**src/rtl/proc_net_interface.sv**
```systemverilog
// Processor-side network interface for a 2x2 mesh node.
// TX path: core words are wrapped into flits and queued in a small FIFO
// whose head is presented to the router (first-word fall-through).
// RX path: a two-state FSM captures one flit addressed to this node and
// holds it until the core takes it; flits for other nodes are dropped
// with a one-cycle misroute pulse.
//
// state | meaning
// IDLE  | ready for a router flit, nothing held for the core
// HOLD  | one RX word held on wd_NI/rx_src until proc_ready_in
module proc_net_interface #(
  parameter logic [1:0]  LOCAL_ADDR = 2'b00,
  parameter int unsigned TX_DEPTH   = 4
) (
  input  logic        clk,
  input  logic        rst,
  input  logic        proc_valid,
  input  logic        proc_ready_in,
  input  logic [1:0]  dest_add,
  input  logic [31:0] NI_in,
  output logic        mips_ni,
  output logic        data_valid,
  output logic [31:0] wd_NI,
  output logic [1:0]  rx_src,
  output logic [35:0] tx_flit,
  output logic        tx_valid,
  input  logic        tx_ready,
  input  logic [35:0] rx_flit,
  input  logic        rx_valid,
  output logic        rx_ready,
  output logic        rx_misroute
);

  localparam int unsigned AW      = (TX_DEPTH > 1) ? $clog2(TX_DEPTH) : 1;
  localparam logic [AW:0] DEPTH_C = (AW+1)'(TX_DEPTH);

  typedef enum logic {IDLE = 1'b0, HOLD = 1'b1} rx_state_t;

  logic [35:0]   mem [TX_DEPTH];
  logic [AW-1:0] rd_ptr;
  logic [AW-1:0] wr_ptr;
  logic [AW:0]   count;
  logic          push;
  logic          pop;
  rx_state_t     rx_state;

  // Status is gated by rst so the core and router see an idle interface
  // throughout reset; full-ness uses the pre-edge count, so a pop cannot
  // make room for a push on the same edge.
  assign mips_ni  = ~rst & (count < DEPTH_C);
  assign tx_valid = ~rst & (count != '0);
  assign tx_flit  = mem[rd_ptr];
  assign push     = proc_valid & mips_ni;
  assign pop      = tx_valid & tx_ready;

  // FIFO storage: write the wrapped flit at the tail on an accepted push.
  always_ff @(posedge clk) begin
    if (push) begin
      mem[wr_ptr] <= {LOCAL_ADDR, dest_add, NI_in};
    end
  end

  // FIFO pointers and occupancy; pointers wrap naturally at power-of-two depth.
  always_ff @(posedge clk) begin
    if (rst) begin
      rd_ptr <= '0;
      wr_ptr <= '0;
      count  <= '0;
    end else begin
      if (push) wr_ptr <= wr_ptr + 1'b1;
      if (pop)  rd_ptr <= rd_ptr + 1'b1;
      case ({push, pop})
        2'b10:   count <= count + 1'b1;
        2'b01:   count <= count - 1'b1;
        default: count <= count;
      endcase
    end
  end

  // RX FSM with registered handshake, hold and misroute outputs.
  always_ff @(posedge clk) begin
    if (rst) begin
      rx_state    <= IDLE;
      rx_ready    <= 1'b0;
      data_valid  <= 1'b0;
      wd_NI       <= '0;
      rx_src      <= '0;
      rx_misroute <= 1'b0;
    end else begin
      rx_misroute <= 1'b0;
      case (rx_state)
        IDLE: begin
          rx_ready   <= 1'b1;
          data_valid <= 1'b0;
          if (rx_valid) begin
            if (rx_flit[33:32] == LOCAL_ADDR) begin
              wd_NI      <= rx_flit[31:0];
              rx_src     <= rx_flit[35:34];
              rx_ready   <= 1'b0;
              data_valid <= 1'b1;
              rx_state   <= HOLD;
            end else begin
              rx_misroute <= 1'b1;
            end
          end
        end
        HOLD: begin
          if (proc_ready_in) begin
            rx_ready   <= 1'b1;
            data_valid <= 1'b0;
            rx_state   <= IDLE;
          end
        end
        default: begin
          rx_state   <= IDLE;
          rx_ready   <= 1'b1;
          data_valid <= 1'b0;
        end
      endcase
    end
  end

endmodule

```
**config.mk**
```make
export PLATFORM = sky130hd
export DESIGN_NAME = proc_net_interface
export DESIGN_NICKNAME = d
export VERILOG_FILES = /design/src/rtl/proc_net_interface.sv
export SDC_FILE = /design/constraint.sdc
export NUM_CORES = 1
export LEC_CHECK = 0
export ABC_AREA = 1
export ABC_CLOCK_PERIOD_IN_PS = 2400
export BUFFER_PORTS_ARGS = -buffer_cell sky130_fd_sc_hd__buf_4
export CAP_MARGIN = 0
export CORE_MARGIN = 8
export CORE_UTILIZATION = 37
export CTS_BUF_LIST = sky130_fd_sc_hd__clkbuf_16
export DETAILED_ROUTE_END_ITERATION = 8
export SYNTH_ARGS = -nofsm -noshare
export SYNTH_HDL_FRONTEND = slang
export SYNTH_SLANG_ARGS = --single-unit
export TNS_END_PERCENT = 10
```
**constraint.sdc**
```tcl
create_clock -name clk -period 2.4 [get_ports clk]
set_input_delay 0.12 -clock clk [delete_from_list [all_inputs] [get_ports clk]]
set_output_delay 0.12 -clock clk [all_outputs]
set_load 0.02 [all_outputs]
```
==> results of run 1 <==
per-layer routing:
| metal | track usage [%] | wire (um) | vias to the layer above |
|---|---|---|---|
| li1 | - | - | 2403 |
| met3 | 6.32 | 1410 | 11 |
| met2 | 26.2 | 8680 | 161 |
| met4 | 4.38 | 146 | 0 |
| met1 | 16.4 | 7170 | 2428 |
| met5 | 0 | 0 | - |
cell usage in the layout, fill, tap and decap left out, drive strengths merged, types with 7 or more instances in the layout:
master	count
edfxtp	136
dlygate4sd3	71
nor2	150
inv	26
buf	156
o22ai	34
dfxtp	47
o21ai	105
a21oi	7
nand2	14
clkbuf	17
report_power, final:
part / total [mW] / switching, mW / internal [mW]
Clock: 2.89 / 1.16 / 1.73
Sequential: 3.56 / 0.0433 / 3.51
Combinational: 0.957 / 0.543 / 0.414
per-stage QoR:
| stage | hold slack, ps | total power, mW | util [%] | area [um2] | setup TNS, ps |
|---|---|---|---|---|---|
| after CTS | 2.58 | 7.47 | 51.8 | 9560 | 0 |
| after detailed placement | 325 | 4.50 | 44.6 | 8230 | 0 |
| after global placement | 320 | 4.47 | 44.6 | 8230 | 0 |
| final | 35.4 | 7.40 | 51.8 | 9560 | 0 |
| after floorplan | 189 | 4.08 | - | 6890 | -31640 |
| after global routing | 38.9 | 7.69 | 51.8 | 9560 | 0 |
synthesized netlist by cell type:
cell type and number:
o22ai_1 34, xor2_1 1, clkbuf_1 6, inv_2 2, nand2_1 12, o21ai_1 5
inv_1 18, clkbuf_2 4, conb_1 1, clkinv_4 1, nand3_1 5, dfxtp_1 47
buf_2 13, edfxtp_1 136, nor2_2 13, a21oi_1 7, nor2_1 137, o21ai_0 100
nand2_2 1, nand2_4 1, nor4_1 1, buf_4 3, fa_1 1, buf_6 6
ha_1 5, buf_8 1, clkinv_2 1
path summary, 6_finish.rpt:
check | endpoint | slack, ps | depth (start not counted)
max | tx_flit[5] | 310 | 4
min | rx_misroute$_SDFF_PP0_ | 40 | 3
max reg2reg | count[2]$_SDFFE_PP0P_ | 570 | 13
min reg2reg | register | 490 | 2
sequential cells by signal, summed over array words and instances (netlist names), named ones only:
signal,cells
count,3
rx_ready,1
wd_NI,32
rx_state,1
rx_misroute,1
mem,136
rd_ptr,2
data_valid,1
rx_src,2
wr_ptr,2
cell type report:
| type | count | area [um2] | area share, % |
|---|---|---|---|
| Multi-Input combinational cell | 325 | 1590 | 16.7 |
| Sequential cell | 183 | 5030 | 52.6 |
| Inverter | 22 | 88.8 | 0.930 |
| Clock buffer | 17 | 425 | 4.45 |
| Clock inverter | 15 | 186 | 1.95 |
| Tap cell | 234 | 293 | 3.06 |
| Timing Repair Buffer | 227 | 1940 | 20.3 |
cell families after synthesis:
logic type | Yosys count | share of synthesized area [%]
other | 1 | 0.0545
buffers and inverters | 55 | 4.38
XOR/XNOR | 1 | 0.127
flip-flops | 183 | 73.0
adder cells (fa/ha/maj) | 6 | 1.20
AO/OA/AOI/OAI | 146 | 11.2
AND/OR/NAND/NOR | 170 | 10.0
tightest hold or removal path: cells and delay by family:
family	cells	cell delay, ps
and+or+nand+nor	2	180
buffers and inverters	1	80
==> results.md, run 1 <==
* Hold WC Path Type: in2reg
* Fmax at between 400 and 500 MHz
* CORE AREA at between 15000 and 20000 um2
* DR iter-0 viols at 273
* First-pass GRT wire length at 27.9 mm
* Sequential area share after synthesis at between 70% and 80%
* Critical path data arrival time at 1970 ps
* Fillers at about 1600
* Status: finished, final reports clean
* Antenna viol nets, final at 0
* CTS Hold Bufs at slightly above 70
* PD cells at 774 nW/um2
* Final worst setup slack at 308 ps
* WS Path Type: reg2out
* Reported max-cap violation count at 0
* Root buffer cell: clkbuf_16
* N_diodes at 0
* Largest net degree at the start of global routing at between 60 and 70
* Placed cells at 920
* Vias at about 5000
* Setup bufs post-CTS at 0
* Final Setup Violations at 0
* Detailed Route WL at ~17 mm
* Share of the synthesized area in the top cell type at about three fifths
* Synth Cell Area at slightly below 7000 um2
* Max incr delay on CP at approximately 560 ps
* Area growth from synthesis to layout at 38.8%
* FF+latch count, synth at roughly 180
* Synth cell types at 27
* Final min period at 2090 ps
* Slowest library cell on the worst path: buf_4
* CTS tree: done
* DRT Pass-1 Iters at 4
* Gr usage total at ~15%
* Port bufs at 148
* DIE AREA at between 20000 and 25000 um2
* Non-filler cells in the finished layout at about 1000
* CP cell instances: buf_4 > o21ai_0 > o22ai_1 > buf_4
* Drc violations at 0
* RR Startpoint: count[1]$_SDFFE_PP0P_
* WL/cell at 17.0 um
* Share of layout cells above drive strength 1 at a little over a quarter
* CTS Buf Count at 17
* Avg Inst Size Synth at 12.2 um2
* GP Congestion at 0.793
* Clock Skews at between 8 and 9 ps
* Ys Warns at 0
* Critical path endpoint category: output pin
* Synth area leaders: edfxtp_1 (59%), dfxtp_1 (14%), nor2_1 (7.5%)
* Height of the die at between 150 and 200 um
* CP Launch Type: register
* H-tree depth at 4
* Final hold violation count at 0
* Leakage at between 3 and 4 nW
* Worst Hold Launch: rx_flit[32]
* DR vias/cell at 4.89
* Layout Nets at ~860
* Leading area contributor after synthesis: edfxtp_1
* Rows at 50
* Clk slew on worst S/H paths at ~70 ps
* Critical path fanouts, max at 68
* DP HPWL at around 10 mm
* Actual transition at the worst max-transition pin at just under 700 ps
* Gr ovfl total at 0
* Final Slew Violations at 0
* Worst-Skew Late Latency at roughly 410 ps
* Crit path top cell by count: buf_4
* Die width at 152 um
* RSZ-0062 raised after global routing: false
* Cells after Synth at between 500 and 600
* Initial antenna violation count at 0
* Number of global-route vias before repair at roughly 5500
* CP bufs+invs at 2
* CTS max path bufs at 2
* Max VDD drop at ~0.48 mV
* Critical Path RT at between 2000 and 2500 ps
* Resize count post-CTS at 0
* Crit path max-delay family: buffers and inverters
* Slew HR at between 50% and 60%
* IO Pins at between 150 and 200
* Final worst path period share at between 80% and 90%
* Starting Density at between 30% and 40%
* Clock sinks at ~180
* Pre-CTS WS at a little over 600 ps
(Power assumes the default switching activity.)
==> inputs of run 2 (changes only) <==
- CORE_UTILIZATION: 37 -> 43
- PLACE_DENSITY: unset -> 0.68
==> run 2 against run 1 <==
Register-to-register slack is essentially flat. Global-route usage grew 1.4 points. First-iteration DRC count decreased by 5.1%. Die area shrank 13%. Sequential power about the same. Clock power decreased by 5%. Core utilization is 8.2 points higher. Sequential cell count stayed put. Wire length shrank 5.3%. Clock skew rose by 2.7 ps. Sequential share of layout area is 0.50 points higher. Critical endpoint is now tx_flit[33].
==> results.md, run 2 (synthesis gave the netlist of run 1 again) <==
* Critical path fanouts, max at 68 (unchanged)
* Clock Power Share at 37.8% (was 39.0%)
* Rows at 46 (was 50)
* Most frequent cells in the layout: buf_4 (157), edfxtp_1 (136), nor2_1 (133), o21ai_0 (100), dlygate4sd3_1 (72) (was buf_4 (151), edfxtp_1 (136), nor2_1 (133), o21ai_0 (100), dlygate4sd3_1 (71))
* PD cells at 764 nW/um2 (was 774 nW/um2)
* Fmax at 471 MHz (was 478 MHz)
* Max VDD drop at 0.492 mV (was 0.482 mV)
* Top reg by flops: mem (unchanged)
* First-pass GRT wire length at 26.0 mm (was 27.9 mm)
* Commonest non-fill, non-tap cell in the layout: buf_4 (unchanged)
* Area growth from synthesis to layout at 37.5% (was 38.8%)
* Status: finished, final reports clean (unchanged)
* N_diodes at 0 (unchanged)
* CTS max path bufs at 2 (unchanged)
* RSZ-0062 raised after global routing: false (unchanged)
* Drc violations at 0 (unchanged)
* Die width at 143 um (was 152 um)
* DR vias/cell at 4.93 (was 4.89)
* Antenna viol nets, final at 0 (unchanged)
* WL/cell at 16.4 um (was 17.0 um)
* Leakage at 3.64 nW (was 3.67 nW)
* Clock sinks at 183 (unchanged)
* DIE AREA at 20300 um2 (was 23200 um2)
* Clock Skews at 10.7 ps (was 8.02 ps)
* Sw power at 1.69 mW (was 1.74 mW)
* Clk slew on worst S/H paths at 70 ps (about the same)
* Detailed Route WL at 16.5 mm (was 17.4 mm)
* H-tree depth at 4 (unchanged)
* Height of the die at 143 um (was 152 um)
* Setup bufs post-CTS at 0 (unchanged)
* Sw Share at 23.4% (was 23.5%)
* Starting Density at 43.7% (was 37.3%)
* Max reg flops at 136 (unchanged)
* Worst reg2reg endpoint: count[2]$_SDFFE_PP0P_ (unchanged)
* Hold WC Path Type: in2reg (unchanged)
* Fillers at 1247 (was 1561)
* Worst R2R Setup Slack at 580 ps (was 570 ps)
* Resize count post-CTS at 0 (unchanged)
* DR iter-0 viols at 259 (was 273)
* Part of the power in registers at 49.2% (was 48.0%)
* Min-Delay Path Depth at 3 (unchanged)
* Initial antenna violation count at 0 (unchanged)
* Actual transition at the worst max-transition pin at 666 ps (was 693 ps)
* Placed cells at 903 (was 920)
* Worst-Skew Late Latency at 430 ps (was 410 ps)
* Layout Nets at 860 (was 858)
* Final min period at 2120 ps (was 2090 ps)
* Final Slew Violations at 0 (unchanged)
* Port bufs at 148 (unchanged)
* Non-filler cells in the finished layout at 1007 (was 1023)
* CTS tree: done (unchanged)
* R2R depth at 13 (unchanged)
* Reported max-cap violation count at 0 (unchanged)
* CTS Buf Count at 17 (unchanged)
* Largest regs: mem x136, wd_NI x32, count x3 (unchanged)
* Cell Int Power at 5.54 mW (was 5.66 mW)
* Total negative setup slack at 0 ps (unchanged)
* Slew HR at 55.6% (was 53.8%)
* Logic pwr share at 13.0% (was 12.9%)
* Number of global-route vias before repair at 5229 (was 5485)
* Final hold violation count at 0 (unchanged)
* End point of the critical path: tx_flit[33] (was tx_flit[5])
* Vias at 4963 (was 5003)
* Final worst path period share at 88.5% (was 87.2%)
* Root buffer cell: clkbuf_16 (unchanged)
* Gr ovfl total at 0 (unchanged)
* Largest net degree at the start of global routing at 69 (unchanged)
* DP HPWL at 9.95 mm (was 10.3 mm)
* Hold WS at 13.7 ps (was 35.4 ps)
* Gr usage total at 16.4% (was 15.0%)
* GP Congestion at 0.768 (was 0.793)
* CP Launch Type: register (unchanged)
* Fin util at 60.0% (was 51.8%)
* Critical path endpoint category: output pin (unchanged)
* Critical path data arrival time at 2000 ps (was 1970 ps)
* CORE AREA at 15800 um2 (was 18500 um2)
* Critical Path RT at 2280 ps (about the same)
* RR Startpoint: count[2]$_SDFFE_PP0P_ (was count[1]$_SDFFE_PP0P_)
* DRT Pass-1 Iters at 4 (unchanged)
* IO Pins at 151 (unchanged)
* WS Path Type: reg2out (unchanged)
* Share of layout cells above drive strength 1 at 26.5% (was 26.4%)
* Final Setup Violations at 0 (unchanged)
## run 2: power groups by stage
stage | combinational (mW) | sequential [mW] | clock (mW)
floorplan | 0.427 | 3.66 | 0
global placement | 0.829 | 3.62 | 0
detailed placement | 0.850 | 3.62 | 0
CTS | 0.946 | 3.56 | 2.78
global route | 1.02 | 3.57 | 2.91
finish | 0.940 | 3.56 | 2.74
## run 2: what timing repair did
item / 4_1_cts / 5_1_grt
hold buffers: 72 / 0
setup endpoints to repair: 0 / 0
hold endpoints to repair: 174 / 0
## run 2: layer usage
layer	wire length, um	part of all wire (%)	global-route usage [%]
met2	7920	48	27.4
met1	6830	41	18.3
met5	0	0	0
met4	210	1.3	5.20
met3	1520	9.2	7.45
## run 2: area by class of cell
cell class,count,area (um2),area share (%)
flip-flops and latches,183,5030,53.1
clock buffers,17,425,4.49
well taps,216,270,2.86
clock inverters,15,164,1.73
inverters,22,88.8,0.939
repair buffers,229,1900,20.1
multi-input cells,325,1590,16.8
## run 2: worst min path at each step
stage / from / end / slack [ps]
after detailed placement: NI_in[31] / mem[1][31]$_DFFE_PP_ / 320
final: rx_flit[29] / wd_NI[29]$_SDFFE_PP0P_ / 10
after floorplan: rst / data_valid$_SDFFE_PP0P_ / 190
after CTS: rx_flit[29] / wd_NI[29]$_SDFFE_PP0P_ / 7
after global placement: NI_in[31] / mem[1][31]$_DFFE_PP_ / 320
after global routing: tx_ready / register / 50
## run 2: metrics by stage
stage,instance area [um2],total power [mW],setup slack [ps]
5_1_grt,9470,7.50,159
3_5_place_dp,8160,4.47,600
3_3_place_gp,8160,4.45,681
4_1_cts,9470,7.29,283
6_report,9470,7.23,275
2_1_floorplan,6890,4.08,-233
## run 2: worst max-delay path: stages, from the launching register on
cell	delay, ps
dfxtp_2	340
buf_4	540
o21ai_0	220
o22ai_1	280
buf_4	200
==> inputs of run 3 (changes only) <==
- ABC_AREA: 1 -> unset
- CELL_PAD_IN_SITES_DETAIL_PLACEMENT: unset -> 0
- CELL_PAD_IN_SITES_GLOBAL_PLACEMENT: unset -> 1
- CORE_UTILIZATION: 43 -> 40
- PLACE_DENSITY: 0.68 -> unset
- PLACE_DENSITY_LB_ADDON: unset -> 0.1
==> run 3 against run 2 <==
Final area increased by 0.18%. First-iteration DRC count decreased by 8.5%. Final cell count decreased by 15%. Critical endpoint is now count[2]$_SDFFE_PP0P_. Largest power group unchanged. Highest routed layer unchanged.
==> results.md, run 3 <==
* Leading area contributor after synthesis: edfxtp_1 (unchanged)
* Share of the synthesized area in the top cell type at 60.7% (was 59.3%)
* DR iter-0 viols at 237 (was 259)
* DIE AREA at 21200 um2 (was 20300 um2)
* RR Startpoint: count[2]$_SDFFE_PP0P_ (unchanged)
* Worst Hold Launch: rx_flit[32] (was rx_flit[29])
* First-pass GRT wire length at 23.2 mm (was 26.0 mm)
* CTS max path bufs at 2 (unchanged)
* Synth area leaders: edfxtp_1 (61%), dfxtp_1 (14%), mux4_2 (11%) (was edfxtp_1 (59%), dfxtp_1 (14%), nor2_1 (7.5%))
* Critical path data arrival time at 2370 ps (was 2000 ps)
* Clk slew on worst S/H paths at 60 ps (was 70 ps)
* Met2 wire length at 6.98 mm (was 7.92 mm)
* DP HPWL at 9.00 mm (was 9.95 mm)
* Top Layer Used: met4 (unchanged)
* Clock Skews at 8.86 ps (was 10.7 ps)
* Primary FF master, synth: edfxtp_1 (unchanged)
* Pre-CTS WS at 401 ps (was 600 ps)
* Detailed Route WL at 14.4 mm (was 16.5 mm)
* Share of layout cells above drive strength 1 at 36.8% (was 26.5%)
* Levels on crit path at 9 (was 4)
* Synth cell types at 31 (was 27)
* WL/cell at 16.9 um (was 16.4 um)
* Cells after Synth at 394 (was 562)
* Drc violations at 0 (unchanged)
* Setup bufs post-CTS at 0 (unchanged)
* CP bufs+invs at 3 (was 2)
* Area growth from synthesis to layout at 41.0% (was 37.5%)
* Status: finished, final reports clean (unchanged)
* Antenna viol nets, final at 0 (unchanged)
* CP Launch Type: register (unchanged)
* H-tree depth at 4 (unchanged)
* CTS Buf Count at 17 (unchanged)
* Initial antenna violation count at 0 (unchanged)
* Worst reg2reg endpoint: count[2]$_SDFFE_PP0P_ (unchanged)
* Multi-input gate area at 1550 um2 (was 1590 um2)
* DRT Pass-1 Iters at 4 (unchanged)
* Top-count cell post-synth: edfxtp_1 (was nor2_1)
* Slew HR at 54.6% (was 55.6%)
* Ys Warns at 0 (unchanged)
* Clock sinks at 183 (unchanged)
* Leakage at 3.44 nW (was 3.64 nW)
* RSZ-0062 raised after global routing: false (unchanged)
* Gr usage total at 13.8% (was 16.4%)
* CORE AREA at 16500 um2 (was 15800 um2)
* Worst R2R Setup Slack at 380 ps (was 580 ps)
* Vias at 4065 (was 4963)
* R2R depth at 9 (was 13)
* Met1 Routed Length at 6.07 mm (was 6.83 mm)
* Commonest cells in the netlist: edfxtp_1 (136), nand2_1 (69), dfxtp_1 (47) (was nor2_1 (137), edfxtp_1 (136), o21ai_0 (100))
* Die width at 146 um (was 143 um)
* WS Path Type: reg2reg (was reg2out)
* Top reg by flops: mem (unchanged)
* Largest net degree at the start of global routing at 42 (was 69)
* Final hold violation count at 0 (unchanged)
* Max VDD drop at 0.442 mV (was 0.492 mV)
* Final Setup Violations at 0 (unchanged)
* Final worst setup slack at 378 ps (was 275 ps)
* Critical Path RT at 2750 ps (was 2280 ps)
* Largest regs: mem x136, wd_NI x32, count x3 (unchanged)
* Async set or reset register ratio after synthesis at 0% (unchanged)
* Final min period at 2020 ps (was 2120 ps)
* Starting Density at 40.7% (was 43.7%)
* Slowest library cell on the worst path: dfxtp_1 (was buf_4)
* Fmax at 495 MHz (was 471 MHz)
* Reported max-cap violation count at 0 (unchanged)
* Critical path endpoint category: register (was output pin)
* Total negative setup slack at 0 ps (unchanged)
* Fillers at 1293 (was 1247)
* Height of the die at 146 um (was 143 um)
* Port bufs at 148 (unchanged)
* FF+latch count, synth at 183 (unchanged)
* Final Slew Violations at 0 (unchanged)
* FF+latch area at 5030 um2 (about the same)
* PD cells at 783 nW/um2 (was 764 nW/um2)
* IO Pins at 151 (unchanged)
* Layout Nets at 702 (was 860)
* Resize count post-CTS at 0 (unchanged)
* Crit path max-delay family: adder cells (was buffers and inverters)
* Pwr Total at 7.42 mW (was 7.23 mW)
* GP Congestion at 0.696 (was 0.768)
* Gr ovfl total at 0 (unchanged)
* Wire length on met3 at 1.15 mm (was 1.52 mm)
* Avg Inst Size Synth at 17.1 um2 (was 12.2 um2)
* Crit path top cell by count: inv_1 (was buf_4)
* Critical path fanouts, max at 8 (was 68)
* Commonest non-fill, non-tap cell in the layout: buf_4 (unchanged)
* Final worst path period share at 84.2% (was 88.5%)
* N_diodes at 0 (unchanged)
* Most frequent cells in the layout: buf_4 (151), edfxtp_1 (136), dlygate4sd3_1 (71), nand2_1 (69), dfxtp_1 (45) (was buf_4 (157), edfxtp_1 (136), nor2_1 (133), o21ai_0 (100), dlygate4sd3_1 (72))
* Worst-Skew Late Latency at 420 ps (was 430 ps)
* Actual transition at the worst max-transition pin at 679 ps (was 666 ps)
* CP cell instances: nor3b_2 > buf_4 > inv_1 > ha_1 > inv_1 > fa_1 > xor2_1 > or3_1 > a21oi_1 (was buf_4 > o21ai_0 > o22ai_1 > buf_4)
* Min-Delay Path Depth at 3 (unchanged)
* Rows at 47 (was 46)
* Root buffer cell: clkbuf_16 (unchanged)
* Max reg flops at 136 (unchanged)
* Hold WC Path Type: in2reg (unchanged)
* Hold endpoint: rx_misroute$_SDFF_PP0_ (was wd_NI[29]$_SDFFE_PP0P_)
* DR vias/cell at 4.77 (was 4.93)
* Sequential area share after synthesis at 74.7% (was 73.0%)
* Max incr delay on CP at 440 ps (was 540 ps)
* Post-synth EDFFs at 136 (unchanged)
* Synth Cell Area at 6730 um2 (was 6880 um2)
* Number of global-route vias before repair at 4426 (was 5229)
* CTS tree: done (unchanged)
-- run 3: cell types whose count changed after synthesis, sizes merged, moves of 7 or more --
cell / delta
nand2: +55
a21oi: +31
buf: -7
mux4: +34
o22ai: -34
nor2: -138
o21ai: -103
inv: -14
-- run 3: per-layer routing --
layer | up-vias | track usage (%)
li1 | 1920 | -
met1 | 2003 | 16.2
met2 | 126 | 22.2
met3 | 16 | 5.60
met4 | 0 | 5.62
met5 | - | 0
-- run 3: how the worst max path moves through the flow --
stage / start / to / slack, ps
after floorplan: count[2]$_SDFFE_PP0P_ / mem[1][0]$_DFFE_PP_ / 410
after global placement: count[2]$_SDFFE_PP0P_ / count[2]$_SDFFE_PP0P_ / 480
after detailed placement: count[2]$_SDFFE_PP0P_ / count[2]$_SDFFE_PP0P_ / 400
after CTS: count[2]$_SDFFE_PP0P_ / count[2]$_SDFFE_PP0P_ / 370
after global routing: count[2]$_SDFFE_PP0P_ / count[2]$_SDFFE_PP0P_ / 270
final: count[2]$_SDFFE_PP0P_ / count[2]$_SDFFE_PP0P_ / 380
-- run 3: cell type report --
class                   count  area share (%)
repair buffers            229            20.9
multi-input cells         183            16.3
well taps                 220            2.90
clock inverters            15            2.14
flip-flops and latches    183            53.0
clock buffers              17            4.49
inverters                   6           0.237
-- run 3: what timing repair did --
item | in CTS | in global routing
hold buffers | 71 | 0
endpoints found under the setup margin | 0 | 0
hold endpoints to repair | 178 | 0
-- run 3: per-stage QoR --
stage	std cells	hold WS, ps	utilization [%]	area [um2]
detailed placement	750	324	49.3	8140
CTS	853	2.04	57.4	9480
floorplan	395	219	-	6730
global route	853	20.7	57.4	9480
finish	853	23.5	57.4	9480
global placement	750	320	49.3	8140
-- run 3: where the power goes --
| part | switching, mW | leakage [nW] | internal (mW) |
|---|---|---|---|
| logic | 0.464 | 1.51 | 0.497 |
| clock network | 1.17 | 0.308 | 1.75 |
| registers | 0.0423 | 1.62 | 3.50 |
| total | 1.67 | 3.44 | 5.75 |
-- run 3: worst reg2reg max path, delay by kind of cell, from the launching register on --
kind            cells  cell delay [ps]
buf+inv             3              290
compound gates      1              130
simple gates        2              380
xor+xnor            1              160
fa+ha+maj           2              560
flops               1              440
-- run 3: cells by family after synthesis --
group / after synthesis / synth area share [%]
other cells: 1 / 0.0558
buf+inv: 29 / 2.44
fa+ha+maj: 6 / 1.23
xor+xnor: 5 / 0.651
compound gates: 43 / 3.44
flops: 183 / 74.7
mux: 34 / 11.4
simple gates: 93 / 6.08
